**src/rtl/seg7_scan_driver_pkg.sv**
```systemverilog
// Shared definitions for the seven-segment scan driver: logical segment levels,
// hex decode table and a constant clog2 used for counter widths.
package seg7_defs;

   localparam logic SEG_ON  = 1'b1;
   localparam logic SEG_OFF = 1'b0;

   function automatic int clog2(input int n);
      int r;
      r = 0;
      while ((1 << r) < n) begin
         r = r + 1;
      end
      return r;
   endfunction

   // Active-high segment pattern, bit order {g,f,e,d,c,b,a}
   function automatic logic [6:0] hex_to_seg(input logic [3:0] h);
      logic [6:0] s;
      case (h)
         4'h0:    s = 7'h3F;
         4'h1:    s = 7'h06;
         4'h2:    s = 7'h5B;
         4'h3:    s = 7'h4F;
         4'h4:    s = 7'h66;
         4'h5:    s = 7'h6D;
         4'h6:    s = 7'h7D;
         4'h7:    s = 7'h07;
         4'h8:    s = 7'h7F;
         4'h9:    s = 7'h6F;
         4'hA:    s = 7'h77;
         4'hB:    s = 7'h7C;
         4'hC:    s = 7'h39;
         4'hD:    s = 7'h5E;
         4'hE:    s = 7'h79;
         default: s = 7'h71;
      endcase
      return s;
   endfunction

endpackage

```
**src/rtl/seg7_scan_driver_slot_timer.sv**
```systemverilog
// Slot prescaler and digit index counter; flags the guard band at the start
// of every slot and the frame boundary when the index wraps to digit 0.
module seg7_slot_timer
   import seg7_defs::*;
#(
   parameter int DIGITS    = 4,
   parameter int SCAN_DIV  = 100000,
   parameter int BLANK_CYC = 16,
   localparam int PW = clog2(SCAN_DIV),
   localparam int IW = clog2(DIGITS)
) (
   input  logic          clk_i,
   input  logic          rst_i,
   output logic          slot_tick_o,
   output logic          frame_tick_o,
   output logic [IW-1:0] index_o,
   output logic          guard_o
);

   localparam logic [PW-1:0] LAST_CNT = PW'(SCAN_DIV - 1);
   localparam logic [IW-1:0] LAST_IDX = IW'(DIGITS - 1);

   logic [PW-1:0] presc_q, presc_d;
   logic [IW-1:0] idx_q, idx_d;

   assign slot_tick_o  = (presc_q == LAST_CNT);
   assign frame_tick_o = slot_tick_o && (idx_q == LAST_IDX);
   assign guard_o      = (presc_q < PW'(BLANK_CYC));
   assign index_o      = idx_q;

   always_comb begin
      presc_d = presc_q + 1'b1;
      idx_d   = idx_q;
      if (slot_tick_o) begin
         presc_d = '0;
         idx_d   = (idx_q == LAST_IDX) ? '0 : idx_q + 1'b1;
      end
   end

   always_ff @(posedge clk_i or posedge rst_i) begin
      if (rst_i) begin
         presc_q <= '0;
         idx_q   <= '0;
      end else begin
         presc_q <= presc_d;
         idx_q   <= idx_d;
      end
   end

endmodule

```
**src/rtl/seg7_scan_driver.sv**
```systemverilog
// Multiplexed seven-segment driver: load/ack staging, frame-synchronous shadow
// update, leading-zero blanking and registered anode/segment outputs.
module seg7_scan_driver
   import seg7_defs::*;
#(
   parameter int DIGITS     = 4,
   parameter int SCAN_DIV   = 100000,
   parameter int BLANK_CYC  = 16,
   parameter int ACTIVE_LOW = 1
) (
   input  logic                  clock_in,
   input  logic                  Rst,
   input  logic [4*DIGITS-1:0]   value_in,
   input  logic                  load,
   input  logic [DIGITS-1:0]     dp_in,
   input  logic                  blank_lz,
   output logic                  load_ack,
   output logic [6:0]            seg_out,
   output logic                  dp_out,
   output logic [DIGITS-1:0]     an_out
);

   localparam int   IW  = clog2(DIGITS);
   localparam logic POL = (ACTIVE_LOW != 0);

   logic          slot_tick, frame_tick, guard;
   logic [IW-1:0] idx;

   seg7_slot_timer #(
      .DIGITS    (DIGITS),
      .SCAN_DIV  (SCAN_DIV),
      .BLANK_CYC (BLANK_CYC)
   ) u_timer (
      .clk_i        (clock_in),
      .rst_i        (Rst),
      .slot_tick_o  (slot_tick),
      .frame_tick_o (frame_tick),
      .index_o      (idx),
      .guard_o      (guard)
   );

   logic [4*DIGITS-1:0] stg_val_q, stg_val_d, shd_val_q, shd_val_d;
   logic [DIGITS-1:0]   stg_dp_q, stg_dp_d, shd_dp_q, shd_dp_d;
   logic                stg_blz_q, stg_blz_d, shd_blz_q, shd_blz_d;
   logic                pending_q, pending_d, ack_q, ack_d;
   logic [6:0]          seg_q, seg_d;
   logic                dp_q, dp_d;
   logic [DIGITS-1:0]   an_q, an_d;

   logic [3:0]          nib [DIGITS];
   logic [DIGITS:0]     lz_chain;
   logic [DIGITS-1:0]   blank_vec;

   // lz_chain[k] = nibbles k..DIGITS-1 are all zero
   assign lz_chain[DIGITS] = 1'b1;
   generate
      for (genvar gi = 0; gi < DIGITS; gi++) begin : g_digit
         assign nib[gi]      = shd_val_q[4*gi +: 4];
         assign lz_chain[gi] = lz_chain[gi+1] && (nib[gi] == 4'h0);
         if (gi == 0) begin : g_units
            assign blank_vec[gi] = 1'b0;
         end else begin : g_upper
            assign blank_vec[gi] = shd_blz_q && lz_chain[gi];
         end
      end
   endgenerate

   always_comb begin
      stg_val_d = stg_val_q;
      stg_dp_d  = stg_dp_q;
      stg_blz_d = stg_blz_q;
      shd_val_d = shd_val_q;
      shd_dp_d  = shd_dp_q;
      shd_blz_d = shd_blz_q;
      pending_d = pending_q;
      ack_d     = 1'b0;
      seg_d     = seg_q;
      dp_d      = dp_q;

      if (slot_tick && frame_tick) begin
         if (pending_q) begin
            shd_val_d = stg_val_q;
            shd_dp_d  = stg_dp_q;
            shd_blz_d = stg_blz_q;
            ack_d     = 1'b1;
         end
         pending_d = 1'b0;
      end

      // A load on the boundary cycle re-arms pending for the next frame
      if (load) begin
         stg_val_d = value_in;
         stg_dp_d  = dp_in;
         stg_blz_d = blank_lz;
         pending_d = 1'b1;
      end

      an_d = guard ? {DIGITS{SEG_OFF}} : ({{(DIGITS-1){1'b0}}, 1'b1} << idx);
      an_d = an_d ^ {DIGITS{POL}};

      // Segment data only moves while the anodes are dark
      if (guard) begin
         seg_d = blank_vec[idx] ? {7{SEG_OFF}} : hex_to_seg(nib[idx]);
         seg_d = seg_d ^ {7{POL}};
         dp_d  = shd_dp_q[idx] ^ POL;
      end
   end

   always_ff @(posedge clock_in or posedge Rst) begin
      if (Rst) begin
         stg_val_q <= '0;
         stg_dp_q  <= '0;
         stg_blz_q <= 1'b0;
         shd_val_q <= '0;
         shd_dp_q  <= '0;
         shd_blz_q <= 1'b0;
         pending_q <= 1'b0;
         ack_q     <= 1'b0;
         seg_q     <= {7{POL}};
         dp_q      <= POL;
         an_q      <= {DIGITS{POL}};
      end else begin
         stg_val_q <= stg_val_d;
         stg_dp_q  <= stg_dp_d;
         stg_blz_q <= stg_blz_d;
         shd_val_q <= shd_val_d;
         shd_dp_q  <= shd_dp_d;
         shd_blz_q <= shd_blz_d;
         pending_q <= pending_d;
         ack_q     <= ack_d;
         seg_q     <= seg_d;
         dp_q      <= dp_d;
         an_q      <= an_d;
      end
   end

   assign load_ack = ack_q;
   assign seg_out  = seg_q;
   assign dp_out   = dp_q;
   assign an_out   = an_q;

endmodule

```
**config.mk**
```make
export PLATFORM = sky130hd
export DESIGN_NAME = seg7_scan_driver
export DESIGN_NICKNAME = d
export VERILOG_FILES = /design/src/rtl/seg7_scan_driver_pkg.sv /design/src/rtl/seg7_scan_driver_slot_timer.sv /design/src/rtl/seg7_scan_driver.sv
export SDC_FILE = /design/constraint.sdc
export NUM_CORES = 1
export LEC_CHECK = 0
export BUFFER_PORTS_ARGS = -buffer_cell sky130_fd_sc_hd__buf_4
export CELL_PAD_IN_SITES_DETAIL_PLACEMENT = 1
export CELL_PAD_IN_SITES_GLOBAL_PLACEMENT = 2
export CORE_ASPECT_RATIO = 0.7
export CORE_UTILIZATION = 40
export CTS_BUF_LIST = sky130_fd_sc_hd__clkbuf_16
export DETAILED_ROUTE_END_ITERATION = 8
export PLACE_DENSITY_LB_ADDON = 0.05
export SLEW_MARGIN = 20
export SYNTH_ARGS = -nofsm -noshare
export SYNTH_HDL_FRONTEND = slang
export SYNTH_SLANG_ARGS = --single-unit
```
**constraint.sdc**
```tcl
create_clock -name clock_in -period 4.5 [get_ports clock_in]
set_clock_uncertainty 0.05 [all_clocks]
set_input_delay 0.9 -clock clock_in [delete_from_list [all_inputs] [get_ports clock_in]]
set_output_delay 0.9 -clock clock_in [all_outputs]
set_load 0.005 [all_outputs]
```
# --- Word level (Yosys, flattened, before mapping) ---
# Memories as Yosys holds them, arrays and structs flattened.
# Cells that the tools add are included.
classes:
  add_sub_neg: 2
  n_lt_le_gt_ge: 3
  eq_ne: 2
  shifts: 1
  muxes: 16
  bitwise: 4
  reduce_logical: 12
op_table:
  columns: ["operator", "n"]
  rows:
  - ["17-bit by 1-bit adder with 17-bit output (second input constant)", 1]
  - ["17-bit equality test (second input constant)", 1]
  - ["17-bit by 5-bit less-than comparator with 1-bit output (second input constant)", 1]
  - ["17-bit 2-to-1 mux", 1]
  - ["7-bit 2-to-1 mux", 2]
  - ["4-bit logical NOT", 3]
  - ["4-bit 2-to-1 mux", 3]
  - ["4-bit binary-select mux with 2-bit select", 1]
  - ["1-bit logical AND", 7]
  - ["7-bit NOT", 1]
  - ["1-bit 2-to-1 mux", 6]
  - ["1-bit binary-select mux with 2-bit select", 2]
  - ["4-bit NOT", 1]
  - ["1-bit by 2-bit left shift with 4-bit output (first input constant)", 1]
  - ["3-bit greater-or-equal comparator (second input constant)", 1]
  - ["2-bit by 3-bit less-than comparator with 1-bit output (second input constant)", 1]
  - ["2-bit NOT with 3-bit output", 1]
  - ["2-bit by 1-bit adder with 2-bit output (second input constant)", 1]
  - ["2-bit equality test (second input constant)", 1]
  - ["2-bit 2-to-1 mux", 1]
  - ["2-bit AND reduction", 1]
  - ["2-bit nonzero test", 1]
  - ["1-bit NOT", 1]
word_totals:
  register_bits: 75
  rom_bits: 112
  output_inout_bits: 13
  elab_cells: 54
  memories: 1
mem_list:
  columns: ["name", "depth", "word_bits", "read_ports", "rd_ports_with_merged_regs", "wr", "line_no", "rtl"]
  rows:
  - ["(name not given)", 16, 7, 1, 0, 0, "seg7_scan_driver_pkg.sv:20", "case (h)"]

# --- Longest topological paths before layout ---
# Gate-level depths: netlist of the first run.
depth:
  ltp_word: 8
  depth_mapped: 9
  ltp_nobuf: 8

# --- Hierarchy ---
# A second synthesis of the first run with hierarchy kept.
unflattened:
  cells_unflattened: 279
  hier_area_um2: 3468.3
modules_own_cells:
  columns: ["module", "n_inst", "cells_each", "area_per_inst_um2"]
  rows:
  - ["seg7_scan_driver", 1, 194, 2536.2]
  - ["seg7_slot_timer", 1, 85, 932.1]

# --- Worst setup path before layout of the first run ---
# No wires, ideal clock.
synth_timing:
  path_type: "register to register"
  start: "reg u_timer.idx_q[0], in the netlist u_timer.index_o[0]"
  end: "reg seg_q[0], in the netlist seg_out[0]"
  setup_ns: 0.061
  arrival_ns: 2.080
  path_slack_ns: 2.309
  stages_incl_launch_ff: 9
  path_buffers: 1
  synth_period_minus_slack_ns: 2.191
  path_cell_list: "dfrtp_1 -> buf_2 -> mux4_2 -> inv_1 -> ha_1 -> mux2_2 -> o21ai_0 -> a211oi_1 -> o22a_1"
synth_via:
  elab_chain_len: 8
synth_lines:
  columns: ["item", "line_no", "rtl"]
  rows:
  - ["start: declaration", "seg7_scan_driver_slot_timer.sv:24", "logic [IW-1:0] idx_q, idx_d;"]
  - ["start signal: assignment", "seg7_scan_driver_slot_timer.sv:46", "idx_q <= idx_d;"]
  - ["2-bit NOT with 3-bit output (not written as such)", "seg7_scan_driver.sv:103", "seg_d = blank_vec[idx] ? {7{SEG_OFF}} : hex_to_seg(nib[idx]);"]
  - ["4-bit binary-select mux with 2-bit select", "seg7_scan_driver.sv:103", null]
  - ["4-bit 2-to-1 mux (not written as such) (2 in series)", "seg7_scan_driver.sv:103", null]
  - ["memory 16 x 7 bit", null, null]
  - ["7-bit 2-to-1 mux", "seg7_scan_driver.sv:102", "if (guard) begin"]
  - ["7-bit 2-to-1 mux *", "seg7_scan_driver.sv:103", null]
  - ["7-bit NOT (no source line) *", null, null]
  - ["end signal: assignment", "seg7_scan_driver.sv:119", "seg_q <= {7{POL}};"]
  - ["end signal: assignment", "seg7_scan_driver.sv:131", "seg_q <= seg_d;"]
  - ["end: declaration", "seg7_scan_driver.sv:46", "logic [6:0] seg_q, seg_d;"]
# Every way passes the cells marked *; elsewhere a longest branch is shown, timed or not. The select of a mux whose other input is x is not followed.
# A chain may end at the register's enable or synchronous reset.

# --- Worst setup path after layout of the first run ---
layout_timing:
  start: "reg u_timer.idx_q[1], in the netlist u_timer.index_o[1]"
  end: "reg seg_q[3], in the netlist seg_out[3]"
# Same word-level chain as after synthesis.

==> flow_summary.ini, run 1 <==
[synthesis]
yosys_warnings = 0
synth-edff-count = 0
synth-simple-area-share_pct = 11.42
synth_largest_area_cell = dfrtp_1
netlist_area_sq_um = 3496
synth.net_count = 307
avgSynthCellArea_sq_um = 12.85
async_flop_share_pct = 100.0
netlist_top_cells_count = 63 x dfrtp_1, 35 x mux2_2, 15 x nand2_1, 15 x nor2_1, 12 x dfstp_2
synth_most_common_cell = dfrtp_1
synth_top_area_share_pct = 45.10
synth-compound-area-share_pct = 5.011
synthAdderAreaFrac_pct = 3.937
synth_top_family_by_area = multiplexers
yosys_register_bits = 75
synth_flop_cell = dfrtp_1
yosys-top-cells-area = dfrtp_1 45%, mux2_2 11%, dfstp_2 9.0%
synthCells = 272
synth_xor_area_share_pct = 4.009
ys_seq_area_share_pct = 54.12
synth_mux_area_share_pct = 18.79
ys_types = 41

[cells_and_area]
drive_gt1_share_pct = 35.53
antennaDiodeCount = 0
multi_input_area_sq_um = 1509
area_growth_pct = 18.97
stdcell_count = 438
final-seq-area_sq_um = 1892
nNetsFinal = 348
fillCellCount = 896

[pwr]
vdd_drop_max_uv = 190.9
p_int_mw = 1.096
power_frac_comb_pct = 3.8
leakage_nw = 1.870
pwr-share-clk_pct = 46.5
switchingPower_uw = 320.1
p_per_area_nw_per_um2 = 340.5
swShare_pct = 22.60
pwr-share-seq_pct = 49.7

[routing]
first_pass_iters = 4
initialDrtViolationCount = 109
vias = 2193
wl_per_cell_um = 17.03
via_per_inst = 5.007
drcViolationCount = 0
drtAntennaViolNets = 0
routed_wl_um = 7457

[timing]
timing.final.crit_share_pct = 56.55
min_period_ns = 2.545
max_freq_ghz = 0.3930
setup_viol = 0
tightest_slew_ns = 0.9935
slew_violations = 0
setup_tns_ns = 0
relSlewSlack_pct = 31.87
grt_setup_unrepaired = no
hold_violations = 0

[cts]
postCtsHoldBufs = 0
numClockSinks = 75
clk_latency_ns = 0.34
clk_pin_slew_worst_paths_ns = 0.06
htree_num_levels = 3
root_buffer = clkbuf_16
postCtsSetupRepairBufs = 0
cts_max_path_buffers = 2
cts_tree = done
cts_resized = 0
numCtsBuffers = 9

[setup_path]
cp_common_cell = mux2i_1
worstPathCellList = mux2i_1 -> mux2i_1 -> mux4_2 -> o22a_1
critPathTopFamily = multiplexers
r2r-end = seg_out[3]
worst_setup_path_end_kind = flop
critPathMaxStageDelay_ns = 0.78
arrival_ns = 2.76
critPathKind = reg -> reg
start_kind = flop
ff2ff_setup_slack_ns = 1.96
critPathSlowestCell = mux2i_1
cp_num_buf_inv = 0
r2r_start = u_timer.index_o[1]
crit_path_max_fanout = 15
worst-path-stages = 4
rr_worst_depth = 4
crit_required_ns = 4.71

[global_routing]
grt_pass1_wl_um = 12450
grt-ovfl-total = 0
antenna_found_initial = 0
grt_pass1_vias = 2255
grt_usage_pct = 18.55
grt_max_degree = 42

[floorplan]
initial_core_util_pct = 41.23
core_area_sq_um = 8478
fp.dieH_um = 80.22
die-area_sq_um = 9123
rows = 28
ioPinCount = 37
die-width_um = 113.7

[place]
place_congestion = 0.7927
io_buffers = 36
dp.cells = 422
place_hpwl_um = 5258

[worst_hold_path]
min_to = shd_dp_q[3]
worstHoldStart = shd_dp_q[3]
hp-class = reg -> reg
hold_depth = 1

[run_status]
outcome = finished clean

[run]
drv_cap = 0
-- through the flow --
step | setup WS [ns] | util, % | power, mW | instance area, sq um | hold slack [ns]
after floorplan | 1.660 | - | 0.7437 | 3496 | 0.4001
after global placement | 2.039 | 45.87 | 0.7698 | 3889 | 0.4106
after detailed placement | 1.956 | 45.87 | 0.7719 | 3889 | 0.4245
after CTS | 1.921 | 49.06 | 1.439 | 4159 | 0.4381
after global routing | 1.760 | 49.06 | 1.471 | 4159 | 0.4615
final | 1.955 | 49.06 | 1.416 | 4159 | 0.4318
-- worst max-delay path by stage --
stage,startpoint,end
3_5_place_dp,u_timer.index_o[1],seg_out[3]
4_1_cts,u_timer.index_o[1],seg_out[3]
6_report,u_timer.index_o[1],seg_out[3]
3_3_place_gp,u_timer.index_o[1],seg_out[3]
2_1_floorplan,Rst,load_ack
5_1_grt,u_timer.index_o[1],seg_out[3]
-- sequential cells by signal, indices dropped and copies added (netlist names) --
register / count
seg_out: 7
load_ack: 1
stg_dp_q: 4
stg_val_q: 16
stg_blz_q: 1
shd_dp_q: 4
u_timer.index_o: 2
an_out: 4
shd_blz_q: 1
shd_val_q: 16
dp_out: 1
u_timer.presc_q: 17
pending_q: 1
-- layout by cell type, fill, tap and decap left out, drive strengths merged --
cell,synthesis,final
dfrtp,63,63
mux2,43,43
buf,8,40
nand2,15,15
nor2,15,15
dfstp,12,12
inv,10,12
o21ai,12,12
ha,11,11
nand3,10,10
xnor2,9,9
clkbuf,2,9
xor2,7,7
mux2i,6,6
nor3,5,5
nor3b,5,5
mux4,5,5
o32a,5,5
clkinv,0,5
nor4,5,5
and3,4,4
a21oi,3,3
or4,3,3
and4,2,2
o22a,2,2
nor2b,2,2
and2,1,1
a31oi,1,1
o31ai,1,1
a211oi,1,1
nand4,1,1
or3,1,1
nand2b,1,1
a21o,1,1
-- kinds of logic after synthesis --
kind of cell | Yosys count
AO/OA/AOI/OAI | 26
multiplexers | 54
buffers and inverters | 20
XOR/XNOR | 16
flip-flops | 75
adder cells (fa/ha/maj) | 11
AND/OR/NAND/NOR | 70
-- power groups by stage --
| stage | clock [mW] | combinational (mW) | sequential [mW] |
|---|---|---|---|
| floorplan | 0 | 0.0322 | 0.711 |
| global placement | 0 | 0.0546 | 0.715 |
| detailed placement | 0 | 0.0560 | 0.716 |
| CTS | 0.678 | 0.0564 | 0.704 |
| global route | 0.702 | 0.0620 | 0.707 |
| finish | 0.658 | 0.0543 | 0.704 |
-- per-layer routing --
metal  vias up  part of all wire [%]  global-route usage, %
met5         -                     0                      0
met4         0                   1.2                  6.711
met3         8                   3.7                  4.906
met2        39                    41                  25.00
met1      1088                    54                  28.01
li1       1058                     -                      -
-- final cells by class --
type	instances	area share, %
repair buffers	40	7.220
clock buffers	9	5.415
clock inverters	7	1.083
multi-input cells	177	36.28
inverters	10	0.9025
flip-flops and latches	75	45.49
well taps	120	3.610
Power figures use the tool's default switching activity.
==> run 2, diff against run 1 <==
Clock period 4.5 ns to 2.4 ns, I/O delays scaled along.
==> run 2 against run 1 <==
Die area unchanged. Non-clock buffer count increased by 4. First-iteration DRC count decreased by 13%. Setup slack got worse by 1.8 ns. Routed wire length decreased by 0.32%. Utilization increased by 1.2 points. Global-route usage decreased by 0.32 points. Total power increased by 96%. Sequential power increased by 88%. Combinational power increased by 95%. Critical endpoint is now seg_out[0]. Highest routed layer unchanged.
==> flow_summary.ini, run 2 (synthesized netlist as in run 1, its figures left out) <==
[run_status]
outcome = finished clean

[cells_and_area]
antennaDiodeCount = 0
drive_gt1_share_pct = 36.96
regMostFlops = u_timer.presc_q
nNetsFinal = 352
final_common_cell = dfrtp_1
largest_reg_flops = 17
mostFrequentLayoutCells = 63 x dfrtp_1, 41 x buf_4, 35 x mux2_2, 15 x nand2_1, 15 x nor2_1
fillCellCount = 894
area_growth_pct = 21.94
largestRegisters = u_timer.presc_q x17, shd_val_q x16, stg_val_q x16
post-route-cell-area_sq_um = 4263

[floorplan]
fp.dieH_um = 80.22
die-area_sq_um = 9123
die-width_um = 113.7
ioPinCount = 37
rows = 28
initial_core_util_pct = 41.23
core_area_sq_um = 8478

[cts]
postCtsSetupRepairBufs = 0
htree_num_levels = 3
clk_latency_ns = 0.33
numClockSinks = 75
numCtsBuffers = 9
root_buffer = clkbuf_16
cts_max_path_buffers = 2
clk_pin_slew_worst_paths_ns = 0.06
cts_tree = done

[routing]
first_pass_iters = 4
vias = 2226
via_per_inst = 5.036
wl_per_cell_um = 16.82
routed_wl_um = 7433
initialDrtViolationCount = 95
drtAntennaViolNets = 0
drcViolationCount = 0

[timing]
timing.final.crit_share_pct = 92.62
setup_tns_ns = 0
hold_violations = 0
relSlewSlack_pct = 57.47
setup_viol = 0
slew_violations = 0
grt_setup_unrepaired = no
min_period_ns = 2.223
max_freq_ghz = 0.4498
tightest_slew_ns = 0.6366

[setup_path]
critPathKind = reg -> reg
crit_path_max_fanout = 7
crit_required_ns = 2.62
worst_setup_path_end_kind = flop
cp_num_buf_inv = 1
arrival_ns = 2.44
worstPathCellList = mux4_2 -> inv_1 -> ha_2 -> mux2_2 -> o21ai_0 -> a211oi_1 -> o22a_1
critPathSlowestCell = mux4_2
critPathTopFamily = multiplexers
start_kind = flop
critPathMaxStageDelay_ns = 0.60

[global_routing]
grt_pass1_wl_um = 12350
grt_max_degree = 37
antenna_found_initial = 0
grt-ovfl-total = 0
grt_usage_pct = 18.23
grt_pass1_vias = 2228

[worst_hold_path]
hp-class = in -> async

[place]
io_buffers = 36
place_hpwl_um = 5218
place_area_sq_um = 3960
place_congestion = 0.7408

[pwr]
vdd_drop_max_uv = 463.5
leakage_nw = 1.906
p_per_area_nw_per_um2 = 652.4

[run]
drv_cap = 0
## run 2: changes by cell type in the layout (fill, tap and decap cells not counted), sizes merged
cell / previous run / this run
bufinv: 0 / 1
clkinvlp: 0 / 1
inv: 12 / 11
buf: 40 / 44
clkinv: 5 / 4
## run 2: final cells by class
| type | count | area, sq um | area share (%) |
|---|---|---|---|
| clock buffers | 9 | 225.2 | 5.283 |
| clock inverters | 7 | 75.07 | 1.761 |
| inverters | 10 | 41.29 | 0.9686 |
| multi-input cells | 177 | 1511 | 35.46 |
| flip-flops and latches | 75 | 1892 | 44.38 |
| well taps | 120 | 150.1 | 3.522 |
| repair buffers | 44 | 367.9 | 8.629 |
## run 2: layer usage
metal	routed length [um]	global-route usage [%]
met1	4114	28.02
met2	2999	24.09
met3	249	5.358
met4	70	5.526
met5	0	0
## run 2: what timing repair did
action / CTS / global route
hold buffers: 0 / 0
resized for setup: 0 / 1
endpoints found under the setup margin: 0 / 1
## run 2: report_power, final
part	leakage (nW)	internal [mW]	switching [mW]
clock network	0.150	0.812	0.542
registers	0.938	1.30	0.0199
logic	0.818	0.0595	0.0467
total	1.91	2.17	0.608
## run 2: path summary, 6_finish.rpt
kind | slack [ns] | endpoint | start | depth (start not counted)
max in group asynchronous | 1.43 | seg_out[3] | Rst | 3
worst max-delay path | 0.18 | seg_out[0] | u_timer.index_o[0] | 7
worst min-delay path | 0.18 | u_timer.presc_q[10] | Rst | 2
worst min register to register | 0.43 | dp_out | dp_out | 2
worst max register to register | 0.18 | seg_out[0] | u_timer.index_o[0] | 7
min in group clock_in | 0.33 | stg_val_q[5] | value_in[5] | 2
## run 2: worst register-to-register path, delay by kind of cell, from the launching register on
family / cells / cell delay (ns)
multiplexers: 2 / 0.76
AO/OA/AOI/OAI: 3 / 0.49
flip-flops: 1 / 0.42
adder cells (fa/ha/maj): 1 / 0.27
buffers and inverters: 1 / 0.16
## run 2: per-stage QoR
| stage | power (mW) | hold slack (ns) | setup slack [ns] | cells | util, % |
|---|---|---|---|---|---|
| after global placement | 1.448 | 0.4118 | 0.1361 | 426 | 46.71 |
| after floorplan | 1.395 | 0.4001 | 0.2094 | 272 | - |
| after detailed placement | 1.454 | 0.4268 | 0.1047 | 426 | 46.71 |
| after CTS | 2.831 | 0.1915 | 0.09907 | 442 | 50.25 |
| final | 2.781 | 0.1836 | 0.1770 | 442 | 50.28 |
| after global routing | 2.882 | 0.2246 | 0.05151 | 442 | 50.28 |
